[src/rtl/load_scoreboard_pkg.sv]
// Shared core definitions: register address width and the hard-wired zero register.
package load_scoreboard_pkg;
    localparam int REG_ADDR_W = 5;
    typedef logic [REG_ADDR_W-1:0] reg_addr_t;
    localparam reg_addr_t X0 = '0;
endpackage

[src/rtl/load_scoreboard_match.sv]
// One source-register hazard check against all outstanding loads plus the issuing load.
module sb_match
    import load_scoreboard_pkg::*;
#(
    parameter int DEPTH = 4
) (
    input  logic [DEPTH-1:0][REG_ADDR_W-1:0] ent_rd,
    input  logic [DEPTH-1:0]                 ent_vld,
    input  logic                             issue_fire,
    input  logic [REG_ADDR_W-1:0]            issue_rd,
    input  logic [REG_ADDR_W-1:0]            src,
    input  logic                             uses,
    output logic                             hit
);
    logic any_ent;

    always_comb begin
        any_ent = 1'b0;
        for (int i = 0; i < DEPTH; i++) begin
            if (ent_vld[i] && ent_rd[i] == src) any_ent = 1'b1;
        end
        // x0 is never a real dependency, even when a load targets it
        hit = uses && (src != X0) && (any_ent || (issue_fire && issue_rd == src));
    end
endmodule

[src/rtl/load_scoreboard.sv]
// In-order scoreboard of outstanding bus loads; stalls decode on any source
// register still waiting for load data.
module load_scoreboard
    import load_scoreboard_pkg::*;
#(
    parameter int DEPTH = 4
) (
    input  logic                        clk,
    input  logic                        reset,
    input  logic                        issue_valid,
    input  logic [REG_ADDR_W-1:0]       issue_rd,
    output logic                        issue_ready,
    input  logic                        resp_valid,
    output logic                        resp_ready,
    output logic [REG_ADDR_W-1:0]       resp_rd,
    input  logic [REG_ADDR_W-1:0]       rs1,
    input  logic [REG_ADDR_W-1:0]       rs2,
    input  logic                        uses_rs1,
    input  logic                        uses_rs2,
    output logic                        hazard_stall,
    output logic [$clog2(DEPTH):0]      count,
    output logic                        resp_error
);
    localparam int PW = $clog2(DEPTH);
    localparam int CW = PW + 1;

    logic [DEPTH-1:0][REG_ADDR_W-1:0] ent_rd;
    logic [DEPTH-1:0]                 ent_vld;
    logic [PW-1:0]                    head, tail;
    logic [CW-1:0]                    cnt;
    logic                             full, empty, enq, deq;

    assign full  = (cnt == CW'(DEPTH));
    assign empty = (cnt == '0);
    // Full refuses issue even if the head retires this cycle
    assign enq   = issue_valid && !full;
    assign deq   = resp_valid && !empty;

    assign issue_ready = !full;
    assign resp_ready  = !empty;
    assign resp_rd     = empty ? X0 : ent_rd[head];
    assign count       = cnt;

    always_ff @(posedge clk) begin
        if (reset) begin
            ent_rd     <= '0;
            ent_vld    <= '0;
            head       <= '0;
            tail       <= '0;
            cnt        <= '0;
            resp_error <= 1'b0;
        end else begin
            if (enq) begin
                ent_rd[tail]  <= issue_rd;
                ent_vld[tail] <= 1'b1;
                tail          <= tail + PW'(1);
            end
            if (deq) begin
                ent_vld[head] <= 1'b0;
                head          <= head + PW'(1);
            end
            case ({enq, deq})
                2'b10:   cnt <= cnt + CW'(1);
                2'b01:   cnt <= cnt - CW'(1);
                default: cnt <= cnt;
            endcase
            if (resp_valid && empty) resp_error <= 1'b1;
        end
    end

    logic [1:0][REG_ADDR_W-1:0] srcs;
    logic [1:0]                 uses, hits;

    assign srcs = {rs2, rs1};
    assign uses = {uses_rs2, uses_rs1};

    for (genvar s = 0; s < 2; s++) begin : g_match
        sb_match #(.DEPTH(DEPTH)) u_match (
            .ent_rd     (ent_rd),
            .ent_vld    (ent_vld),
            .issue_fire (enq),
            .issue_rd   (issue_rd),
            .src        (srcs[s]),
            .uses       (uses[s]),
            .hit        (hits[s])
        );
    end

    assign hazard_stall = |hits;
endmodule

[config.mk]
export PLATFORM = sky130hd
export DESIGN_NAME = load_scoreboard
export DESIGN_NICKNAME = d
export VERILOG_FILES = /design/src/rtl/load_scoreboard_pkg.sv /design/src/rtl/load_scoreboard_match.sv /design/src/rtl/load_scoreboard.sv
export SDC_FILE = /design/constraint.sdc
export NUM_CORES = 1
export LEC_CHECK = 0
export BUFFER_PORTS_ARGS = -buffer_cell sky130_fd_sc_hd__clkbuf_2
export CAP_MARGIN = 25
export CORE_ASPECT_RATIO = 1.2
export CORE_MARGIN = 3
export CORE_UTILIZATION = 57
export DETAILED_ROUTE_END_ITERATION = 12
export PLACE_DENSITY = 0.92
export SETUP_SLACK_MARGIN = 0.4
export SYNTH_ARGS = -nofsm -noshare
export SYNTH_HDL_FRONTEND = slang
export SYNTH_SLANG_ARGS = --single-unit
[constraint.sdc]
create_clock -name clk -period 2.4 [get_ports clk]
set_clock_uncertainty 0.15 [all_clocks]
set_input_delay 0.6 -clock clk [delete_from_list [all_inputs] [get_ports clk]]
set_output_delay 0.6 -clock clk [all_outputs]
set_load 0.005 [all_outputs]
==> results of run 1 <==
==> cells by family after synthesis <==
logic type      after synthesis
simple gates                 83
xor+xnor                     54
compound gates               37
buf+inv                      35
flops                        32
fa+ha+maj                    10
mux                           6
==> metal layers <==
| metal | track usage [%] | part of all wire, % | vias to the layer above |
|---|---|---|---|
| met2 | 51.0 | 51 | 107 |
| met3 | 5.05 | 7.1 | 29 |
| met4 | 18.2 | 4.8 | 0 |
| li1 | - | - | 968 |
| met5 | 0 | 0 | - |
| met1 | 33.9 | 37 | 966 |
==> worst min-delay path by stage <==
stage	endpoint	cells past startpoint	startpoint
detailed placement	resp_error	2	resp_error
floorplan	ent_vld[1]	2	ent_vld[1]
finish	tail[1]	2	tail[1]
CTS	resp_error	2	resp_error
global placement	resp_error	2	resp_error
global route	ent_rd[0]	2	ent_rd[0]
==> Yosys cell counts (2+ instances only) <==
| library cell | n |
|---|---|
| sky130_fd_sc_hd__xor2_1 | 33 |
| sky130_fd_sc_hd__dfxtp_1 | 32 |
| sky130_fd_sc_hd__nand3_1 | 28 |
| sky130_fd_sc_hd__a21oi_1 | 26 |
| sky130_fd_sc_hd__nand2_1 | 26 |
| sky130_fd_sc_hd__xnor2_1 | 21 |
| sky130_fd_sc_hd__buf_2 | 13 |
| sky130_fd_sc_hd__ha_1 | 9 |
| sky130_fd_sc_hd__clkbuf_1 | 8 |
| sky130_fd_sc_hd__inv_1 | 8 |
| sky130_fd_sc_hd__nor2_1 | 7 |
| sky130_fd_sc_hd__nor4_1 | 7 |
| sky130_fd_sc_hd__mux4_2 | 5 |
| sky130_fd_sc_hd__nor2b_1 | 4 |
| sky130_fd_sc_hd__buf_4 | 3 |
| sky130_fd_sc_hd__inv_2 | 3 |
| sky130_fd_sc_hd__a211oi_1 | 2 |
| sky130_fd_sc_hd__a221oi_1 | 2 |
| sky130_fd_sc_hd__and2b_1 | 2 |
| sky130_fd_sc_hd__nand4_1 | 2 |
| sky130_fd_sc_hd__o21ai_0 | 2 |
| sky130_fd_sc_hd__or4_1 | 2 |
==> per-stage QoR <==
stage | worst slack [ns] | cell area [um2] | utilization [%] | instances | hold slack, ns
floorplan | 0.159 | 2220 | - | 257 | 0.309
finish | -0.0877 | 2900 | 83.3 | 360 | 0.352
global placement | -0.180 | 2460 | 70.8 | 339 | 0.298
global route | -0.176 | 2900 | 83.3 | 360 | 0.385
CTS | -0.120 | 2700 | 77.6 | 350 | 0.345
detailed placement | -0.214 | 2460 | 70.8 | 339 | 0.329
==> tightest hold or removal path, delay by kind of cell, from the launching register on <==
| family | cells | cell delay, ns |
|---|---|---|
| flops | 1 | 0.34 |
| simple gates | 1 | 0.06 |
| compound gates | 1 | 0.05 |
==> what timing repair did <==
item                       CTS  global route
setup endpoints to repair    8             9
hold buffers                 0             0
pin swaps                    5            17
buffers inserted             3            10
gates resized for setup     35            39
==> layout make-up <==
cell class | count | share of cell area, %
Sequential cell | 32 | 23.0
Timing Repair Buffer | 69 | 17.8
Clock buffer | 5 | 2.37
Clock inverter | 3 | 1.47
Inverter | 11 | 1.68
Tap cell | 50 | 2.16
Multi-Input combinational cell | 190 | 51.6
==> power breakdown <==
group	internal (mW)	total [mW]	switching, mW
Clock	0.307	0.521	0.214
Combinational	0.529	1.03	0.498
Sequential	0.621	0.730	0.108
Total	1.46	2.28	0.820
==> layout by cell type, fill, tap and decap left out, types with 3 or more instances in the layout <==
| cell type | netlist | final |
|---|---|---|
| sky130_fd_sc_hd__xor2_1 | 33 | 30 |
| sky130_fd_sc_hd__nand3_1 | 28 | 28 |
| sky130_fd_sc_hd__nand2_1 | 26 | 26 |
| sky130_fd_sc_hd__buf_4 | 3 | 26 |
| sky130_fd_sc_hd__a21oi_1 | 26 | 25 |
| sky130_fd_sc_hd__clkbuf_2 | 0 | 23 |
| sky130_fd_sc_hd__xnor2_1 | 21 | 19 |
| sky130_fd_sc_hd__dfxtp_1 | 32 | 17 |
| sky130_fd_sc_hd__buf_6 | 0 | 14 |
| sky130_fd_sc_hd__dfxtp_2 | 0 | 12 |
| sky130_fd_sc_hd__ha_1 | 9 | 8 |
| sky130_fd_sc_hd__nor2_1 | 7 | 7 |
| sky130_fd_sc_hd__clkbuf_8 | 0 | 7 |
| sky130_fd_sc_hd__inv_1 | 8 | 6 |
| sky130_fd_sc_hd__mux4_2 | 5 | 5 |
| sky130_fd_sc_hd__nor2b_4 | 0 | 4 |
| sky130_fd_sc_hd__nor4_1 | 7 | 4 |
| sky130_fd_sc_hd__buf_2 | 13 | 4 |
| sky130_fd_sc_hd__inv_2 | 3 | 3 |
| sky130_fd_sc_hd__xor2_2 | 0 | 3 |
| sky130_fd_sc_hd__nor4_2 | 0 | 3 |
| sky130_fd_sc_hd__dfxtp_4 | 0 | 3 |
==> state kept, by name, summed over array words and instances (netlist names) <==
signal and flops:
count 3, ent_rd 20, ent_vld 4, head 2, resp_error 1, tail 2
==> flow_metrics.tcl, run 1 <==
set metrics [dict create \
    synth-adder-area-share_pct 6.13 \
    drt_iter0_drc 166 \
    tritoncts_num_sinks 32 \
    flow.area_growth_from_synthesis_pct 34.1 \
    timing.critical_path.mode_cell "sky130_fd_sc_hd__nand3_1" \
    setup_total_negative_slack_ns -0.0877 \
    path_cells "clkbuf_8 -> xor2_1 -> nor4_2 -> nand3_1 -> nand3_1 -> o221ai_2 -> o21ai_1 -> buf_2" \
    synth_top_flop_cell "sky130_fd_sc_hd__dfxtp_1" \
    rows 23 \
    critical_path_endpoint_category "output port" \
    synth_xor_xnor_area_share_pct 21.9 \
    power_density_nw_per_um2 785 \
    cts_htree_levels 2 \
    reg2regPathDepth 12 \
    synth_cell_type_count 34 \
    detail_route.drc_violations 0 \
    report.final.setup_viol 1 \
    cp.depth 8 \
    first_global_vias 2002 \
    yosys_top_cell_area_share_pct 29.6 \
    critical_path.startpoint_type "input pin" \
    dieArea_um2 4570 \
    r2r_setup_slack_ns 0.04 \
    timing.critical_path.max_delay_family "simple AND/OR/NAND/NOR gates" \
    cts_tree "yes" \
    die_y_um 73.5 \
    yosysWarnings 0 \
    timing.rr.end "count[2]" \
    finalWorstSetupSlack_ns -0.0877 \
    synth.ff_latch_count 32 \
    number_of_antenna_violations_at_the_first_check_in_global_routing 0 \
    minimum_period_implied_by_the_final_worst_setup_slack_ns 2.49 \
    fp.dieW_um 62.2 \
    final_net_count 340 \
    n_fill_cell 200 \
    gp_congestion 1.05 \
    grt_setup_unrepaired "true" \
    dominant_combinational_cell_family_by_area_after_synthesis "XOR/XNOR gates" \
    timing.final.hold_violations 0 \
    critPathCapture "hazard_stall" \
    path_buf_inv 2 \
    muxShareOfSynthArea_pct 5.67 \
    grt_usage_pct 29.3 \
    rel_slew_slack_pct 57.6 \
    wl_um 6600 \
    detailedPlacementHpwl_um 4550 \
    start_util_pct 62.1 \
    port_buffers 32 \
    fin_crit_sh_pct 104 \
    pin_slew_with_the_least_headroom_to_its_limit_ns 0.637 \
    violations "negative setup slack" \
    timing.critical_path.required_ns 1.65 \
    cts.root.buffer_cell "sky130_fd_sc_hd__clkbuf_8" \
    grt_start_max_net_pins 33 \
    cts_made_buffers 5 \
    synthDominantAreaCellType "sky130_fd_sc_hd__dfxtp_1" \
    outcome "complete, but fails checks" \
    synth_nets 288 \
    min-delay-path-class "flip-flop to flip-flop" \
    critical_path_peak_fanout 6 \
    drt_pass1_iterations 4 \
    worst_setup_path_startpoint "rs2[3]" \
    seqCellArea_um2 667 \
    mappedNetlistArea_um2 2160 \
    ctsLongestPathBuffers 2 \
    synth_compound_gate_area_share_pct 10.2 \
    boundary_pin_count 33 \
    diodes 0 \
    vias_per_cell 5.75 \
    drive_above_1_share_pct 40.0 \
    syn_area_cell_um2 8.42 \
    gr-total-overflow 0 \
    arrival_ns 1.74 \
    max_clock_freq_ghz 0.402 \
    wl_per_cell_um 18.3 \
    syn_inst 257 \
    max_cap_viol_count 0 \
    synth_enable_flop_cells 0 \
    multi_input_comb_area_um2 1500 \
    clk-insertion-delay-late_ns 0.29 \
    cp_slowest_stage_delay_ns 0.32 \
    grt_first_pass_wirelength_um 10100 \
    crit_path_top_delay_cell "sky130_fd_sc_hd__nor4_2" \
    postSynth.asyncResetShare_pct 0 \
    clkSlewWorstSetupHoldPaths_ns 0.07 \
    coreArea_um2 3480 \
    ys_seq_area_share_pct 29.6 \
    critPathKind "input pin to output port" \
    power_leakage_nw 1.19 \
    antenna_violating_nets_post_route 0 \
    final_max_slew_viol_count 0 \
    worst_r2r_startpoint "count[0]" \
    routed-via-count 2070 \
    yosys.area_share.simple_pct 19.2 \
    ir_drop_mv 0.935 \
    total_power_mw 2.28 \
    largest_cells_by_area_after_synthesis "sky130_fd_sc_hd__dfxtp_1, sky130_fd_sc_hd__xor2_1, sky130_fd_sc_hd__xnor2_1" \
]
Power figures use the tool's default switching activity.
==> run 2, diff against run 1 <==
CORE_UTILIZATION = 51   (was 57)
PLACE_DENSITY = 0.88   (was 0.92)
clock period = 2.1 ns   (was 2.4 ns; I/O delays follow)
==> run 2 against run 1 <==
Net effect: the flow still finishes with violations (negative setup slack); critical path depth did not move; routed wire length up 4.4%; sequential power grew 13%; flip-flop and latch count is the same; register-to-register slack worse by 0.28 ns; cell count up 3.9%; hold slack got worse by 0.031 ns; cell area is 2.9% higher; critical path type is now flip-flop to output port; largest power group unchanged; highest routed layer unchanged.
==> flow_metrics.tcl, run 2 (synthesized netlist as in run 1, its figures left out) <==
set metrics [dict create \
    multi_input_comb_area_um2 1500 \
    gr-total-overflow 0 \
    power.share.switching_pct 34.7 \
    timing.final.hold_violations 0 \
    arrival_ns 1.71 \
    pwr-share-clk_pct 23.9 \
    reg2regPathDepth 11 \
    cp_slowest_stage_delay_ns 0.36 \
    grt_setup_unrepaired "true" \
    worstHoldStart "resp_valid" \
    fp.dieW_um 65.5 \
    largest_register "ent_rd" \
    start_util_pct 54.0 \
    vias_per_cell 5.76 \
    routed-via-count 2153 \
    flow.area_growth_from_synthesis_pct 38.0 \
    seqCellArea_um2 677 \
    number_of_antenna_violations_at_the_first_check_in_global_routing 0 \
    critical_path.startpoint_type "flip-flop" \
    worst_hold_path_depth 3 \
    critPathKind "flip-flop to output port" \
    timing.critical_path.required_ns 1.42 \
    layout.core_utilization_pct 74.6 \
    wl_per_cell_um 18.4 \
    r2r_setup_slack_ns -0.24 \
    antenna_violating_nets_post_route 0 \
    die_y_um 77.3 \
    combinationalPowerShare_pct 45.7 \
    drt_iter0_drc 155 \
    timing.rr.end "count[2]" \
    drt_pass1_iterations 4 \
    power_density_nw_per_um2 907 \
    boundary_pin_count 33 \
    wl_um 6890 \
    report.final.setup_viol 7 \
    finalInstanceArea_um2 2990 \
    power_leakage_nw 1.25 \
    grt_usage_pct 27.2 \
    minimum_period_implied_by_the_final_worst_setup_slack_ns 2.39 \
    leading_cell_type_in_the_layout_fill_and_taps_excluded "sky130_fd_sc_hd__buf_4" \
    final_net_count 350 \
    tritoncts_num_sinks 32 \
    outcome "complete, but fails checks" \
    cts_htree_levels 2 \
    grt_start_max_net_pins 33 \
    crit_path_top_delay_cell "sky130_fd_sc_hd__dfxtp_2" \
    cts_tree "yes" \
    critical_path_endpoint_category "output port" \
    path_cells "inv_2 -> nand3_4 -> and2_4 -> inv_8 -> o41ai_4 -> o221ai_2 -> o21ai_1 -> buf_2" \
    cts_hold_buffers 0 \
    drive_above_1_share_pct 42.5 \
    n_fill_cell 293 \
    total_switching_power_mw 0.941 \
    finalWorstSetupSlack_ns -0.287 \
    first_global_vias 2144 \
    gp_congestion 1.03 \
    ir_drop_mv 0.960 \
    clk-insertion-delay-late_ns 0.29 \
    final_max_slew_viol_count 0 \
    detail_route.drc_violations 0 \
    fin_crit_sh_pct 114 \
    dpl_worst_slack_ns -0.335 \
    dieArea_um2 5060 \
    setup_total_negative_slack_ns -0.853 \
    placed_cell_area_um2 2580 \
    ctsLongestPathBuffers 2 \
    largest_register_ffs 20 \
    cell_internal_pwr_mw 1.77 \
    power.sequential.fraction_pct 30.3 \
    min-delay-path-class "input pin to flip-flop" \
    clkSlewWorstSetupHoldPaths_ns 0.07 \
    worst_r2r_startpoint "count[1]" \
    port_buffers 32 \
    grt_first_pass_wirelength_um 10300 \
    total_power_mw 2.71 \
    cts.root.buffer_cell "sky130_fd_sc_hd__clkbuf_8" \
    rel_slew_slack_pct 55.8 \
    min_to "resp_error" \
    cts_made_buffers 5 \
    max_clock_freq_ghz 0.419 \
    violations "negative setup slack" \
    pin_slew_with_the_least_headroom_to_its_limit_ns 0.663 \
    diodes 0 \
    detailedPlacementHpwl_um 4780 \
    critical_path_peak_fanout 4 \
    coreArea_um2 4000 \
    rows 25 \
    layout_common_cells "sky130_fd_sc_hd__buf_4, sky130_fd_sc_hd__xor2_1, sky130_fd_sc_hd__clkbuf_2" \
    max_cap_viol_count 0 \
]
==> run 2: stage by stage <==
stage | hold slack, ns | instances
after detailed placement | 0.329 | 354
after floorplan | 0.309 | 257
after CTS | 0.334 | 366
after global placement | 0.298 | 354
after global routing | 0.342 | 374
final | 0.321 | 374
==> run 2: area by class of cell <==
cell class	instances	share of cell area, %
inverter	11	1.63
multi-input combinational	190	50.1
clock buffer	7	3.23
sequential	32	22.7
tap	54	2.26
timing repair buffer	79	19.1
clock inverter	1	1.01
==> run 2: power groups by stage <==
stage	clock, mW	combinational, mW	sequential (mW)
final	0.649	1.24	0.822
after global routing	0.680	1.33	0.830
after CTS	0.659	1.05	0.819
after detailed placement	0	0.917	0.840
after global placement	0	0.876	0.835
after floorplan	0	0.645	0.798
==> run 2: worst max-delay path: cells and delay by family, from the launching register on <==
family          cells  cell delay (ns)
compound gates      3             0.57
simple gates        2             0.26
buf+inv             3             0.23
flops               1             0.36
==> run 2: worst max-delay path by stage <==
stage	start	endpoint	slack, ns
2_1_floorplan	rs1[0]	hazard_stall	0.009
3_3_place_gp	rs1[1]	hazard_stall	-0.27
3_5_place_dp	rs2[3]	hazard_stall	-0.33
4_1_cts	ent_rd[10]	hazard_stall	-0.35
5_1_grt	count[1]	hazard_stall	-0.34
6_report	count[1]	hazard_stall	-0.29
==> run 2: timing repair <==
action	in CTS	in global routing
endpoints found under the setup margin	12	13
pin swaps	5	11
setup buffers	4	8
resized for setup	32	28
==> run 2: metal layers <==
layer / wire [um] / part of all wire [%] / track usage [%] / vias to the layer above
met2: 3590 / 52 / 45.4 / 103
met1: 2380 / 35 / 29.9 / 1016
met5: 0 / 0 / 0 / -
li1: - / - / - / 993
met3: 463 / 6.7 / 4.05 / 41
met4: 456 / 6.6 / 21.8 / 0
==> run 3, diff against run 2 <==
==> constraint.sdc (replaced) <==
create_clock -name clk -period 2.1 [get_ports clk]
set_clock_uncertainty 0.15 [all_clocks]
set_input_delay 0.525 -clock clk [delete_from_list [all_inputs] [get_ports clk]]
set_output_delay 0.525 -clock clk [all_outputs]
set_load 0.05 [all_outputs]
==> run 3 against run 2 <==
Net effect: the flow still finishes with violations (negative setup slack); combinational power up 28%; cell count rose by 3.5%; fmax shrank 8.3%; flip-flop and latch count stayed put; first-iteration DRC count rose by 48%; count of clock-buffer cells in the layout rose by 1; via count increased by 7.3%; clock power down 19%; routed wire length rose by 14%.
==> flow_metrics.tcl, run 3 (synthesized netlist as in run 1, its figures left out) <==
set metrics [dict create \
    cp_slowest_stage_delay_ns 0.44 \
    rows 25 \
    layout.core_utilization_pct 81.3 \
    report.final.setup_viol 8 \
    port_buffers 32 \
    largest_register "ent_rd" \
    outcome "complete, but fails checks" \
    fp.dieW_um 65.5 \
    final_net_count 363 \
    final_max_slew_viol_count 0 \
    antenna_violating_nets_post_route 0 \
    gp_congestion 1.05 \
    routed-via-count 2310 \
    start_util_pct 54.0 \
    boundary_pin_count 33 \
    arrival_ns 1.93 \
    die_y_um 77.3 \
    tritoncts_num_sinks 32 \
    detail_route.drc_violations 0 \
    clk-insertion-delay-late_ns 0.29 \
    layout_common_cells "sky130_fd_sc_hd__buf_4, sky130_fd_sc_hd__xor2_1, sky130_fd_sc_hd__nand3_1" \
    crit_path_top_delay_cell "sky130_fd_sc_hd__xnor2_1" \
    critPathKind "input pin to output port" \
    vias_per_cell 5.97 \
    ctsLongestPathBuffers 2 \
    grt_start_max_net_pins 33 \
    fin_crit_sh_pct 124 \
    cts.root.buffer_cell "sky130_fd_sc_hd__clkbuf_8" \
    timing.critical_path.required_ns 1.42 \
    drt_pass1_iterations 5 \
    total_power_mw 2.94 \
    minimum_period_implied_by_the_final_worst_setup_slack_ns 2.60 \
    clkSlewWorstSetupHoldPaths_ns 0.06 \
    max_clock_freq_ghz 0.384 \
    critical_path_peak_fanout 5 \
    largest_register_ffs 20 \
    timing.critical_path.max_delay_family "buffers and inverters" \
    gr-total-overflow 0 \
    wl_um 7830 \
    cts_tree "yes" \
    flow.area_growth_from_synthesis_pct 50.4 \
    critical_path.startpoint_type "input pin" \
    grt_usage_pct 28.9 \
    dieArea_um2 5060 \
    finalWorstSetupSlack_ns -0.502 \
    wl_per_cell_um 20.2 \
    place.detailed.instances 363 \
    coreArea_um2 4000 \
    final-instance-count-excl-fill 387 \
    number_of_antenna_violations_at_the_first_check_in_global_routing 0 \
    power_leakage_nw 1.34 \
    pin_slew_with_the_least_headroom_to_its_limit_ns 0.660 \
    path_buf_inv 3 \
    grt_setup_unrepaired "true" \
    placed_cell_area_um2 2690 \
    diodes 0 \
    max_cap_viol_count 0 \
    power_density_nw_per_um2 903 \
    first_global_vias 2258 \
    detailedPlacementHpwl_um 4780 \
    finalInstanceArea_um2 3250 \
    cts_made_buffers 5 \
    cts_htree_levels 2 \
    grt_first_pass_wirelength_um 11100 \
    min-delay-path-class "flip-flop to flip-flop" \
    cts_hold_buffers 0 \
    timing.final.hold_violations 0 \
    critical_path_endpoint_category "output port" \
    leading_cell_type_in_the_layout_fill_and_taps_excluded "sky130_fd_sc_hd__buf_4" \
    ir_drop_mv 1.14 \
    rel_slew_slack_pct 56.0 \
    drt_iter0_drc 230 \
    path_cells "buf_2 -> buf_4 -> xnor2_1 -> nand3_1 -> nand3_2 -> o221ai_2 -> o21ai_2 -> buf_8" \
    drive_above_1_share_pct 48.0 \
    violations "negative setup slack" \
]
==> run 3: cell types whose count changed in the layout (fill, tap and decap cells not counted), sizes merged <==
cell    delta
buf       +21
bufinv     -1
clkbuf     -7
==> run 3: power by group <==
group          leakage, nW  internal (mW)  switching (mW)
Clock               0.0515          0.299           0.226
Sequential           0.273          0.709           0.118
Combinational         1.02          0.740           0.848
Total                 1.34           1.75            1.19
==> run 3: final timing paths <==
path / from / to / slack (ns) / cells after the start
worst max register to register: count[1] / count[2] / -0.27 / 12
worst min register to register: resp_error / resp_error / 0.32 / 2
worst max-delay path: rs2[2] / hazard_stall / -0.50 / 8
worst min-delay path: resp_error / resp_error / 0.32 / 2
==> run 3: repair_timing <==
| action | CTS | global route |
|---|---|---|
| resized for setup | 56 | 43 |
| hold endpoints to repair | 0 | 0 |
| setup buffers | 9 | 7 |
| pin swaps | 4 | 19 |
| setup endpoints to repair | 13 | 17 |
| cloned | 0 | 0 |
==> run 3: per-layer routing <==
layer	vias up	global-route usage (%)	share of wire, %
met2	160	48.8	49
met3	46	6.08	7.8
met1	1083	32.4	36
met4	0	18.0	7.1
met5	-	0	0
li1	1021	-	-
==> run 3: layout make-up <==
type                            count  area (um2)
Multi-Input combinational cell    190        1540
Timing Repair Buffer               92         810
Fill cell                         222         749
Sequential cell                    32         689
Clock buffer                        8         100
Tap cell                           54        67.6
Inverter                           11        51.3
==> run 3: worst min-delay path: stages (launching register included) <==
cell	delay (ns)
sky130_fd_sc_hd__dfxtp_1	0.32
sky130_fd_sc_hd__a21oi_1	0.04
sky130_fd_sc_hd__nor2_1	0.07
==> run 3: per-stage QoR <==
| step | TNS, ns | hold WS [ns] | setup slack [ns] |
|---|---|---|---|
| 3_5_place_dp | -0.721 | 0.313 | -0.508 |
| 4_1_cts | -1.08 | 0.327 | -0.384 |
| 3_3_place_gp | -0.593 | 0.299 | -0.430 |
| 6_report | -1.45 | 0.322 | -0.502 |
| 2_1_floorplan | -0.413 | 0.309 | -0.321 |
| 5_1_grt | -1.83 | 0.384 | -0.608 |
